## src/rtl/seq_detect_param.sv

```systemverilog
// Serial pattern detector: matches a 1-bit stream against a loadable PAT_W-bit pattern, counts matches.
// Latency: z is combinational (same cycle as the final pattern bit); match_cnt/pattern/history update at the next edge.
// Backpressure: none; en gates bit consumption, load takes priority over en, clr_cnt wins over a coincident match.
module seq_detect_param #(
    parameter int                PAT_W   = 3,
    parameter logic [PAT_W-1:0]  PAT_RST = PAT_W'(3'b101),
    parameter int                CNT_W   = 8
) (
    input  logic             clk,
    input  logic             areset,
    input  logic             x,
    input  logic             en,
    input  logic             overlap,
    input  logic             load,
    input  logic [PAT_W-1:0] pat_in,
    input  logic             clr_cnt,
    output logic             z,
    output logic [CNT_W-1:0] match_cnt,
    output logic [PAT_W-1:0] pattern
);

    localparam int             FW   = (PAT_W > 2) ? $clog2(PAT_W) : 1;
    localparam logic [FW-1:0]  FULL = FW'(PAT_W - 1);

    // hist keeps the last PAT_W-1 consumed bits (newest at LSB); fill counts how many are valid.
    logic [PAT_W-2:0] hist;
    logic [PAT_W-2:0] hist_nxt;
    logic [FW-1:0]    fill;
    logic [FW-1:0]    fill_nxt;
    logic [PAT_W-1:0] window;

    // The candidate match is the stored history followed by the bit on x this cycle.
    assign window = {hist, x};

    // Mealy match flag: only when primed, consuming, not loading and out of reset.
    always_comb begin
        z = en & ~load & ~areset & (fill == FULL) & (window == pattern);
    end

    // Next-state for the history/fill FSM; load flushes, a non-overlapping match restarts from empty.
    always_comb begin
        hist_nxt = hist;
        fill_nxt = fill;
        if (load) begin
            fill_nxt = '0;
        end else if (en) begin
            hist_nxt = window[PAT_W-2:0];
            if (z && !overlap) begin
                fill_nxt = '0;
            end else if (fill != FULL) begin
                fill_nxt = fill + FW'(1);
            end
        end
    end

    // State register for history and fill level.
    always_ff @(posedge clk or posedge areset) begin
        if (areset) begin
            hist <= '0;
            fill <= '0;
        end else begin
            hist <= hist_nxt;
            fill <= fill_nxt;
        end
    end

    // Pattern register; reset reverts any loaded pattern to the default.
    always_ff @(posedge clk or posedge areset) begin
        if (areset) begin
            pattern <= PAT_RST;
        end else if (load) begin
            pattern <= pat_in;
        end
    end

    // Saturating match counter; a clear discards a coincident match.
    always_ff @(posedge clk or posedge areset) begin
        if (areset) begin
            match_cnt <= '0;
        end else if (clr_cnt) begin
            match_cnt <= '0;
        end else if (z && (match_cnt != {CNT_W{1'b1}})) begin
            match_cnt <= match_cnt + CNT_W'(1);
        end
    end

endmodule

```

## config.mk

```make
export PLATFORM = sky130hd
export DESIGN_NAME = seq_detect_param
export DESIGN_NICKNAME = d
export VERILOG_FILES = /design/src/rtl/seq_detect_param.sv
export SDC_FILE = /design/constraint.sdc
export NUM_CORES = 1
export LEC_CHECK = 0
export CAP_MARGIN = 20
export CORE_MARGIN = 10
export CORE_UTILIZATION = 41
export DETAILED_ROUTE_END_ITERATION = 12
export PLACE_DENSITY = 0.73
export SLEW_MARGIN = 20
export SYNTH_ARGS = -nofsm -noshare
export SYNTH_HDL_FRONTEND = slang
export SYNTH_SLANG_ARGS = --single-unit
```

## constraint.sdc

```tcl
create_clock -name clk -period 1.7 [get_ports clk]
set_input_delay 0.425 -clock clk [delete_from_list [all_inputs] [get_ports clk]]
set_output_delay 0.425 -clock clk [all_outputs]
set_load 0.02 [all_outputs]
```

# Word-level counts from Yosys, hierarchy flattened
# Cells that the tools add are included.
# totals
reg_bits	15
latchBits	0
ram_bits	0
romBits	0
inputBits	10
out_inout_bits	12
mem_count	0
# op_classes
addsub	2
n_mul	0
n_div	0
order_cmp	0
eq_ne	4
shifts	0
muxes	6
bitwise_logic	6
n_reduce_logical	8
# ops
cell	n
8-bit 2-to-1 mux	2
8-bit by 1-bit adder with 8-bit output (second input constant)	1
2-bit 2-to-1 mux	4
8-bit != test (second input constant)	1
1-bit AND	4
2-bit AND reduction	2
2-bit nonzero test	2
3-bit equality test	1
3-bit nonzero test	1
2-bit by 1-bit adder with 2-bit output (second input constant)	1
2-bit equality test (second input constant)	1
1-bit logical AND	2
2-bit != test (second input constant)	1
1-bit inverter	2
1-bit zero test	1

# Depth between registers and ports, before layout
# Gate-level depths: netlist of the first run.
# logic_depth
ltp_word	9
mapped_depth	8
ltp_nobuf	7

# Worst setup path before layout of the first run
# No wires, ideal clock.
# synth_path
path_kind	reg2out
from	register fill[0]
to	output z
t_arrival_ns	1.257
required_time_ns	1.275
setup_slack_ns	0.018
stages_incl_launch_ff	7
n_path_buf	1
cell_sequence	dfrtp_1 > inv_1 > ha_1 > and4bb_1 > nand4_2 > buf_2 > inv_1
# synth_via
elab_chain_cells	3
# synth_lines
item	line_no	rtl
from (decl)	28	logic [FW-1:0] fill;
from (signal assigned)	63	fill <= fill_nxt;
2-bit equality test	37	z = en & ~load & ~areset & (fill == FULL) & (window == pattern);
1-bit AND (2 in series)	37	
to (decl)	17	output logic z,
# No other way between the ends.

# Final worst setup path of the first run
# Same ends and word-level chain as after synthesis.

==> flow_summary.json, run 1 <==
{
  "dieHeight_um": 64.2,
  "leakage_nw": 0.556,
  "yosys.area_share.xor_xnor": 0.0328,
  "drive_gt1_frac": 0.398,
  "cp_num_buf_inv": 3,
  "synth_top_family_by_area": "simple AND/OR/NAND/NOR gates",
  "stdcell_area_um2": 1240,
  "placed_area_um2": 1120,
  "ys.flop_type": "dfrtp_1",
  "synth-edff-count": 0,
  "vdd_drop_max_mv": 0.549,
  "clock_sinks": 15,
  "rows": 15,
  "routedWlPerCell_um": 14.5,
  "die_w_um": 64.2,
  "insertion_delay_ps": 290,
  "diodes": 0,
  "yosysTopAreaCell": "dfrtp_1",
  "crit_fanout": 2,
  "cp_slowest_cell": "dfrtp_1",
  "drt_wl_total_um": 2070,
  "r2r-start": "fill[0]",
  "ys_ff_latch": 15,
  "syn_avg_cell_area_um2": 10.3,
  "synthMuxAreaShare": 0.0827,
  "post-place-ws_ps": -681,
  "cts.clk_slew.worst_paths_ps": 90,
  "reg2regPathDepth": 7,
  "clockBufferDepth": 2,
  "synthToLayoutAreaGrowth_pct": 54.3,
  "cts_buffers": 3,
  "hold_slack_ps": 262,
  "synthSimpleGateAreaFrac": 0.223,
  "grt_start_max_net_pins": 16,
  "grt_usage": 0.101,
  "cap_violations": 0,
  "viasPerCell": 5.17,
  "path_delay_family": "flip-flops",
  "initial_core_util": 0.450,
  "crit_arrival_ps": 1460,
  "fmax_mhz": 530,
  "dpl.hpwl_um": 1490,
  "clkPwrFrac": 0.276,
  "num_vias": 739,
  "htreeDepth": 1,
  "startpoint_type": "flop",
  "power_per_cell_area_nw_per_um2": 613,
  "cpPeakStageDelay_ps": 390,
  "switchingPower_uw": 196,
  "nets": 131,
  "intPower_uw": 562,
  "synth.yosys.seq_area_share": 0.471,
  "rsz0062_at_grt": "yes",
  "cts-root-buf": "clkbuf_4",
  "synth_top_area_share": 0.406,
  "async_flop_share": 1.00,
  "violations": "setup timing",
  "final_core_util": 0.694,
  "period_minus_slack_ps": 1890,
  "hold_class": "in -> async",
  "synth_compound_area_frac": 0.125,
  "drt_iter0_drc": 19,
  "crit_chain": "inv_1 -> ha_2 -> and4bb_1 -> nand4_2 -> inv_2 -> buf_6",
  "timing.rr.end": "match_cnt[7]",
  "crit_type": "reg -> out",
  "endpoint_kind": "primary output",
  "yosysUniqueCellTypes": 27,
  "gp_congestion": 0.769,
  "final_antenna_net_count": 0,
  "synth-adder-area-share": 0.0312,
  "synth_warnings": 0,
  "grt_pass1_vias": 731,
  "seqPwrFrac": 0.522,
  "synthCells": 78,
  "antenna_found_initial": 0,
  "fin_ws_ps": -185,
  "synth_area_leaders": "dfrtp_1, mux2_2, dfstp_2",
  "yosysMostFrequentCell": "dfrtp_1",
  "synth_area_um2": 802,
  "cts_tree": "yes",
  "grt_overflow": 0,
  "final.period_utilization": 1.11,
  "synth_common_cells": "dfrtp_1, a21oi_1",
  "finalSetupViolations": 7,
  "core_um2": 1780,
  "sw_frac_of_total": 0.259,
  "ios": 22,
  "drc": 0,
  "required_ps": 1270,
  "finClkSkew_ps": 5.75,
  "port_buffers": 21,
  "grt_pass1_wl_um": 3380,
  "dr.pass1.iters": 4,
  "slew_headroom": 0.708,
  "r2r_slack_ps": -120,
  "worst_slew_pin_slew_ps": 437,
  "combPwrFrac": 0.201,
  "synth_nets": 90,
  "hold_violations": 0,
  "status": "finished, violations left",
  "die-area_um2": 4130,
  "slew_viol_final": 0
}
[power groups by stage]
stage	Clock (mW)	Sequential (mW)	Combinational, mW
after floorplan	0	0.412	0.0655
after global placement	0	0.402	0.148
after detailed placement	0	0.403	0.152
after CTS	0.215	0.397	0.153
after global routing	0.234	0.399	0.167
final	0.210	0.396	0.153
[cell families after synthesis]
logic type	Yosys count
buffers and inverters	7
adder cells (fa/ha/maj)	2
flip-flops	15
XOR/XNOR	3
multiplexers	6
AND/OR/NAND/NOR	29
AO/OA/AOI/OAI	16
[per-stage QoR]
stage	total power [mW]	setup TNS, ps	cells
2_1_floorplan	0.478	0	78
3_3_place_gp	0.550	-3320	133
3_5_place_dp	0.555	-3550	133
4_1_cts	0.764	-755	141
5_1_grt	0.800	-1400	143
6_report	0.758	-733	143
[metal layers]
layer,vias to the layer above,wire [um],GRT usage
li1,368,-,-
met1,357,852,0.116
met2,10,1130,0.169
met3,4,57,0.0314
met4,0,27,0.0401
met5,-,0,0
[worst reg2reg max path, stage by stage, from the launching register on]
cell and delay, ps:
dfrtp_1 390, inv_1 70, ha_2 170, and4bb_1 210, nand4_2 140, buf_6 170
or4_4 480, a21oi_2 140
[how the worst max path moves through the flow]
stage,start,endpoint,cells past startpoint
after floorplan,fill[0],z,6
final,fill[0],z,6
after global placement,areset,z,5
after global routing,fill[0],z,6
after detailed placement,areset,z,5
after CTS,fill[0],z,6
[registers in the layout, indices dropped and copies added (netlist names)]
register	flops
hist	2
pattern	3
fill	2
match_cnt	8
[area by class of cell]
cell class                 instances  area [um^2]
sequential                        15          378
fill                             141          546
clock buffer                       4         26.3
inverter                           5         18.8
timing repair buffer              38          328
multi-input combinational         56          455
tap                               25         31.3
[repair_timing]
item | CTS | global route
setup endpoints to repair | 18 | 10
buffers inserted | 4 | 2
pin swaps | 9 | 2
resized for setup | 27 | 14
hold buffers | 0 | 0
endpoints found under the hold margin | 0 | 0
gates cloned | 0 | 0
[layout by cell type (no fill, tap or decap), types with 2 or more instances in the layout]
cell type	instances
buf_4	15
dfrtp_1	13
dlygate4sd2_1	10
clkdlybuf4s50_1	8
nand3_1	5
mux2_2	5
a21oi_2	4
a21oi_1	4
inv_1	4
xnor2_1	3
or4_4	3
nor2_1	3
nand2b_1	3
o21ai_0	3
clkbuf_4	3
and3_1	2
o31ai_1	2
or3_1	2
o31ai_2	2
clkbuf_2	2
buf_6	2
dfstp_2	2
(Power assumes the default switching activity.)
==> run 2: changes to the inputs <==
Settings changed: REMOVE_ABC_BUFFERS from default to 1.
==> run 2 against run 1 <==
Net effect:
- the run still ends with setup timing left
- final cell count shrank 2.1%
- sequential share of layout area grew 0.093 points
- combinational power about the same
- count of clock-buffer cells in the layout decreased by 1
- first-iteration DRC count grew 110%
- worst hold slack better by 5.9 ps
- global-route usage increased by 0.62 points
- critical path type unchanged
- largest power group unchanged
- highest routed layer unchanged
==> flow_summary.json, run 2 (synthesis results as in run 1) <==
{
  "hold_buffers": 0,
  "rsz0062_at_grt": "yes",
  "dpl.hpwl_um": 1490,
  "period_minus_slack_ps": 1900,
  "synthToLayoutAreaGrowth_pct": 53.8,
  "fin_ws_ps": -195,
  "die-area_um2": 4130,
  "cap_violations": 0,
  "nets": 128,
  "final_core_util": 0.692,
  "insertion_delay_ps": 290,
  "intPower_uw": 557,
  "initial_core_util": 0.450,
  "crit_fanout": 2,
  "worst_slew_pin_slew_ps": 493,
  "dieHeight_um": 64.2,
  "layout_common_cells": "dfrtp_1, dlygate4sd2_1, buf_4, clkdlybuf4s50_1",
  "finClkSkew_ps": 12.5,
  "crit_arrival_ps": 1470,
  "reg2regPathDepth": 7,
  "fmax_mhz": 528,
  "cpPeakStageDelay_ps": 400,
  "drive_gt1_frac": 0.374,
  "gp_congestion": 0.806,
  "final_common_cell": "dfrtp_1",
  "endpoint_kind": "primary output",
  "slew_headroom": 0.671,
  "antenna_found_initial": 0,
  "crit_type": "reg -> out",
  "largest_registers": "match_cnt: 8 flops, pattern: 3 flops",
  "rows": 15,
  "combPwrFrac": 0.204,
  "slew_viol_final": 0,
  "routedWlPerCell_um": 16.5,
  "cts_buffers": 3,
  "required_ps": 1270,
  "die_w_um": 64.2,
  "sw_frac_of_total": 0.272,
  "switchingPower_uw": 209,
  "top_register": "match_cnt",
  "clockBufferDepth": 2,
  "final.period_utilization": 1.11,
  "clkPwrFrac": 0.276,
  "clock_sinks": 15,
  "power_per_cell_area_nw_per_um2": 621,
  "viasPerCell": 5.59,
  "grt_usage": 0.107,
  "grt_start_max_net_pins": 16,
  "drc": 0,
  "drt_iter0_drc": 39,
  "cp_slowest_cell": "dfrtp_1",
  "violations": "setup timing",
  "cts_tree": "yes",
  "crit_chain": "inv_1 -> ha_2 -> and4bb_1 -> nand4_2 -> inv_2 -> buf_6",
  "seqPwrFrac": 0.520,
  "leakage_nw": 0.542,
  "core_um2": 1780,
  "hold_slack_ps": 268,
  "grt_pass1_vias": 731,
  "num_vias": 782,
  "finalSetupViolations": 7,
  "largest_reg_flops": 8,
  "cts-root-buf": "clkbuf_4",
  "ios": 22,
  "path_delay_family": "flip-flops",
  "startpoint_type": "flop",
  "dr.pass1.iters": 4,
  "status": "finished, violations left",
  "final_antenna_net_count": 0,
  "hold_violations": 0,
  "cp_num_cells": 6,
  "fin_setup_tns_ps": -728,
  "vdd_drop_max_mv": 0.444,
  "drt_wl_total_um": 2300,
  "port_buffers": 21,
  "diodes": 0,
  "htreeDepth": 1,
  "hold_class": "in -> async",
  "grt_pass1_wl_um": 3560,
  "grt_overflow": 0,
  "cts.clk_slew.worst_paths_ps": 110,
  "cp_num_buf_inv": 3
}
run 2: cell count changes in the layout (fill, tap and decap cells not counted), moves of 2 or more:
cell	before	now
or4_4	3	1
buf_6	2	5
or4_1	0	2
buf_4	15	10
run 2: what timing repair did:
| action | 4_1_cts | 5_1_grt |
|---|---|---|
| resized for setup | 32 | 15 |
| buffers inserted | 5 | 0 |
| endpoints found under the setup margin | 17 | 12 |
| pin swaps | 10 | 3 |
| endpoints found under the hold margin | 0 | 0 |
run 2: final timing paths:
| kind | from | to | slack, ps |
|---|---|---|---|
| max | fill[0] | z | -200 |
| min | areset | hist[1] | 270 |
| max reg2reg | fill[0] | match_cnt[7] | -150 |
| min reg2reg | hist[1] | hist[1] | 590 |
| max in group asynchronous | areset | pattern[0] | 1170 |
| min in group clk | hist[1] | hist[1] | 590 |
run 2: layout make-up:
class / count / area [um^2]
fill: 150 / 549
multi-input combinational: 56 / 465
sequential: 15 / 378
timing repair buffer: 35 / 313
tap: 25 / 31.3
clock buffer: 3 / 22.5
inverter: 5 / 18.8
clock inverter: 1 / 5.00
run 2: metrics by stage:
| step | instance area, um^2 | cells | setup slack, ps | power, mW |
|---|---|---|---|---|
| after floorplan | 793 | 76 | -56.1 | 0.475 |
| after global placement | 1110 | 132 | -664 | 0.551 |
| after detailed placement | 1110 | 132 | -682 | 0.554 |
| after CTS | 1200 | 141 | -201 | 0.761 |
| after global routing | 1230 | 140 | -249 | 0.801 |
| final | 1230 | 140 | -195 | 0.766 |
run 2: worst reg2reg max path: cells and delay by family, from the launching register on:
family	cells	cell delay, ps
AOI/OAI and AO/OA	1	140
adders and majority gates	1	180
buffers and inverters	2	230
and+or+nand+nor	3	850
DFF	1	400
run 2: routing by layer:
metal	vias to the layer above	share of wire	wire [um]	GRT usage
met1	389	0.38	868	0.120
met3	6	0.067	155	0.0401
li1	363	-	-	-
met4	0	0.012	28	0.0374
met2	24	0.54	1250	0.180
met5	-	0	0	0
run 2: power groups by stage:
stage	Combinational (mW)	Sequential, mW	Clock (mW)
detailed placement	0.151	0.403	0
global route	0.171	0.400	0.230
finish	0.156	0.398	0.212
floorplan	0.0629	0.412	0
global placement	0.148	0.402	0
CTS	0.152	0.398	0.212
==> run 3: changes to the inputs <==
Settings changed: CORE_MARGIN 10 to 1, REMOVE_ABC_BUFFERS 1 to default, SLEW_MARGIN 20 to default.
==> run 3 against run 2 <==
Net effect:
- the flow still finishes with violations (setup timing)
- first-iteration DRC count fell by 77%
- critical path depth rose by 3
- core utilization rose by 2.7 points
- count of clock-buffer cells in the layout rose by 1
- wire length fell by 16%
- combinational power barely moved
- total power fell by 0.89%
- critical endpoint is now match_cnt[2]
- clock power fell by 2%
- die area fell by 48%
- via count fell by 1.9%
- critical path type is now reg -> reg
- largest power group unchanged
- final cell count rose by 3.6%
==> flow_summary.json, run 3 (synthesis results as in run 1) <==
{
  "combPwrFrac": 0.205,
  "finalSetupViolations": 7,
  "grt_usage": 0.214,
  "drive_gt1_frac": 0.375,
  "viasPerCell": 5.29,
  "routedWlPerCell_um": 13.3,
  "r2r-start": "fill[0]",
  "status": "finished, violations left",
  "num_vias": 767,
  "diodes": 0,
  "synthToLayoutAreaGrowth_pct": 59.8,
  "cap_violations": 0,
  "initial_core_util": 0.450,
  "wl_met3_um": 44,
  "endpoint_kind": "flop",
  "drt_wl_total_um": 1930,
  "port_buffers": 21,
  "insertion_delay_ps": 280,
  "hold_buffers": 0,
  "fin_ws_ps": -169,
  "clkPwrFrac": 0.272,
  "final_common_cell": "dfrtp_1",
  "cp_num_buf_inv": 4,
  "final_antenna_net_count": 0,
  "crit_arrival_ps": 2080,
  "intPower_uw": 565,
  "clockBufferDepth": 2,
  "slew_viol_final": 0,
  "final.period_utilization": 1.10,
  "crit_type": "reg -> reg",
  "hold_violations": 0,
  "cpPeakStageDelay_ps": 390,
  "clock_sinks": 15,
  "period_minus_slack_ps": 1870,
  "leakage_nw": 0.566,
  "vdd_drop_max_mv": 0.473,
  "antenna_found_initial": 0,
  "violations": "setup timing",
  "finalPower_uw": 759,
  "htreeDepth": 1,
  "die-area_um2": 2140,
  "critPathMostFrequentCell": "buf_6",
  "slew_headroom": 0.690,
  "cts_buffers": 3,
  "rsz0062_at_grt": "yes",
  "dieHeight_um": 46.2,
  "crit_start": "fill[0]",
  "cts.clk_slew.worst_paths_ps": 90,
  "highest_layer": "met4",
  "top_register": "match_cnt",
  "worst_slew_pin_slew_ps": 464,
  "hold_slack_ps": 286,
  "finClkSkew_ps": 4.72,
  "largest_registers": "match_cnt: 8 flops, pattern: 3 flops",
  "fmax_mhz": 535,
  "drc": 0,
  "placed_area_um2": 1120,
  "dpl.hpwl_um": 1310,
  "die_w_um": 46.2,
  "cp_slowest_cell": "dfrtp_1",
  "wl_met1_um": 843,
  "power_per_cell_area_nw_per_um2": 592,
  "crit_fanout": 6,
  "nets": 133,
  "final_cells": 145,
  "core_um2": 1780,
  "largest_reg_flops": 8,
  "gp_congestion": 0.749,
  "hold_class": "in -> async",
  "path_delay_family": "simple AND/OR/NAND/NOR gates",
  "cts-root-buf": "clkbuf_4",
  "seqPwrFrac": 0.523,
  "grt_pass1_vias": 730,
  "switchingPower_uw": 194,
  "grt_overflow": 0,
  "drt_iter0_drc": 9,
  "grt_start_max_net_pins": 16,
  "dr.pass1.iters": 4,
  "crit_chain": "inv_1 -> ha_2 -> and4bb_1 -> nand4_2 -> buf_6 -> buf_6 -> buf_6 -> or3_4 -> a21oi_2",
  "required_ps": 1910,
  "sw_frac_of_total": 0.256,
  "layout_common_cells": "dfrtp_1, buf_4, dlygate4sd2_1, clkdlybuf4s50_1, buf_6",
  "cts_tree": "yes",
  "startpoint_type": "flop",
  "dp_cells": 133,
  "rows": 15,
  "stdcell_area_um2": 1280,
  "grt_pass1_wl_um": 3190,
  "dr_wl_met2_um": 1020,
  "ios": 22
}
run 3: worst register-to-register path: stages, from the launching register on:
cell and delay, ps:
dfrtp_1 390, inv_1 70, ha_2 180, and4bb_1 200, nand4_2 110, buf_6 170, buf_6 130, buf_6 110
or3_4 330, a21oi_2 110
run 3: power by group through the flow:
stage          Combinational [mW]  Sequential [mW]  Clock, mW
5_1_grt                     0.168            0.400      0.231
3_5_place_dp                0.152            0.403          0
6_report                    0.156            0.397      0.207
4_1_cts                     0.154            0.396      0.214
3_3_place_gp                0.147            0.402          0
2_1_floorplan              0.0655            0.412          0
run 3: final cells by class:
| class | instances | area, um^2 |
|---|---|---|
| clock buffers | 4 | 26.3 |
| repair buffers | 40 | 368 |
| inverters | 5 | 18.8 |
| well taps | 25 | 31.3 |
| flip-flops and latches | 15 | 378 |
| fillers | 136 | 502 |
| multi-input cells | 56 | 459 |
run 3: repair_timing:
item | CTS | global route
endpoints found under the setup margin | 17 | 11
buffers inserted | 7 | 1
resized for setup | 31 | 14
pin swaps | 12 | 6
run 3: layer usage:
metal | GRT usage | up-vias
met5 | 0 | -
met4 | 0.106 | 0
met3 | 0.0353 | 2
met2 | 0.341 | 13
met1 | 0.277 | 377
li1 | - | 375
run 3: stage by stage:
step,utilization,setup TNS [ps],setup WS (ps)
3_3_place_gp,0.627,-3350,-660
5_1_grt,0.719,-1600,-280
6_report,0.719,-697,-169
2_1_floorplan,-,0,18.4
3_5_place_dp,0.627,-3520,-666
4_1_cts,0.685,-683,-215
run 3: worst paths after layout:
kind / to / slack, ps / cells past startpoint
max: match_cnt[2] / -170 / 9
min: fill[0] / 290 / 3
max reg2reg: match_cnt[2] / -170 / 9
min reg2reg: hist[1] / 540 / 1
max in group asynchronous: pattern[0] / 1170 / 3
min in group clk: hist[1] / 540 / 1
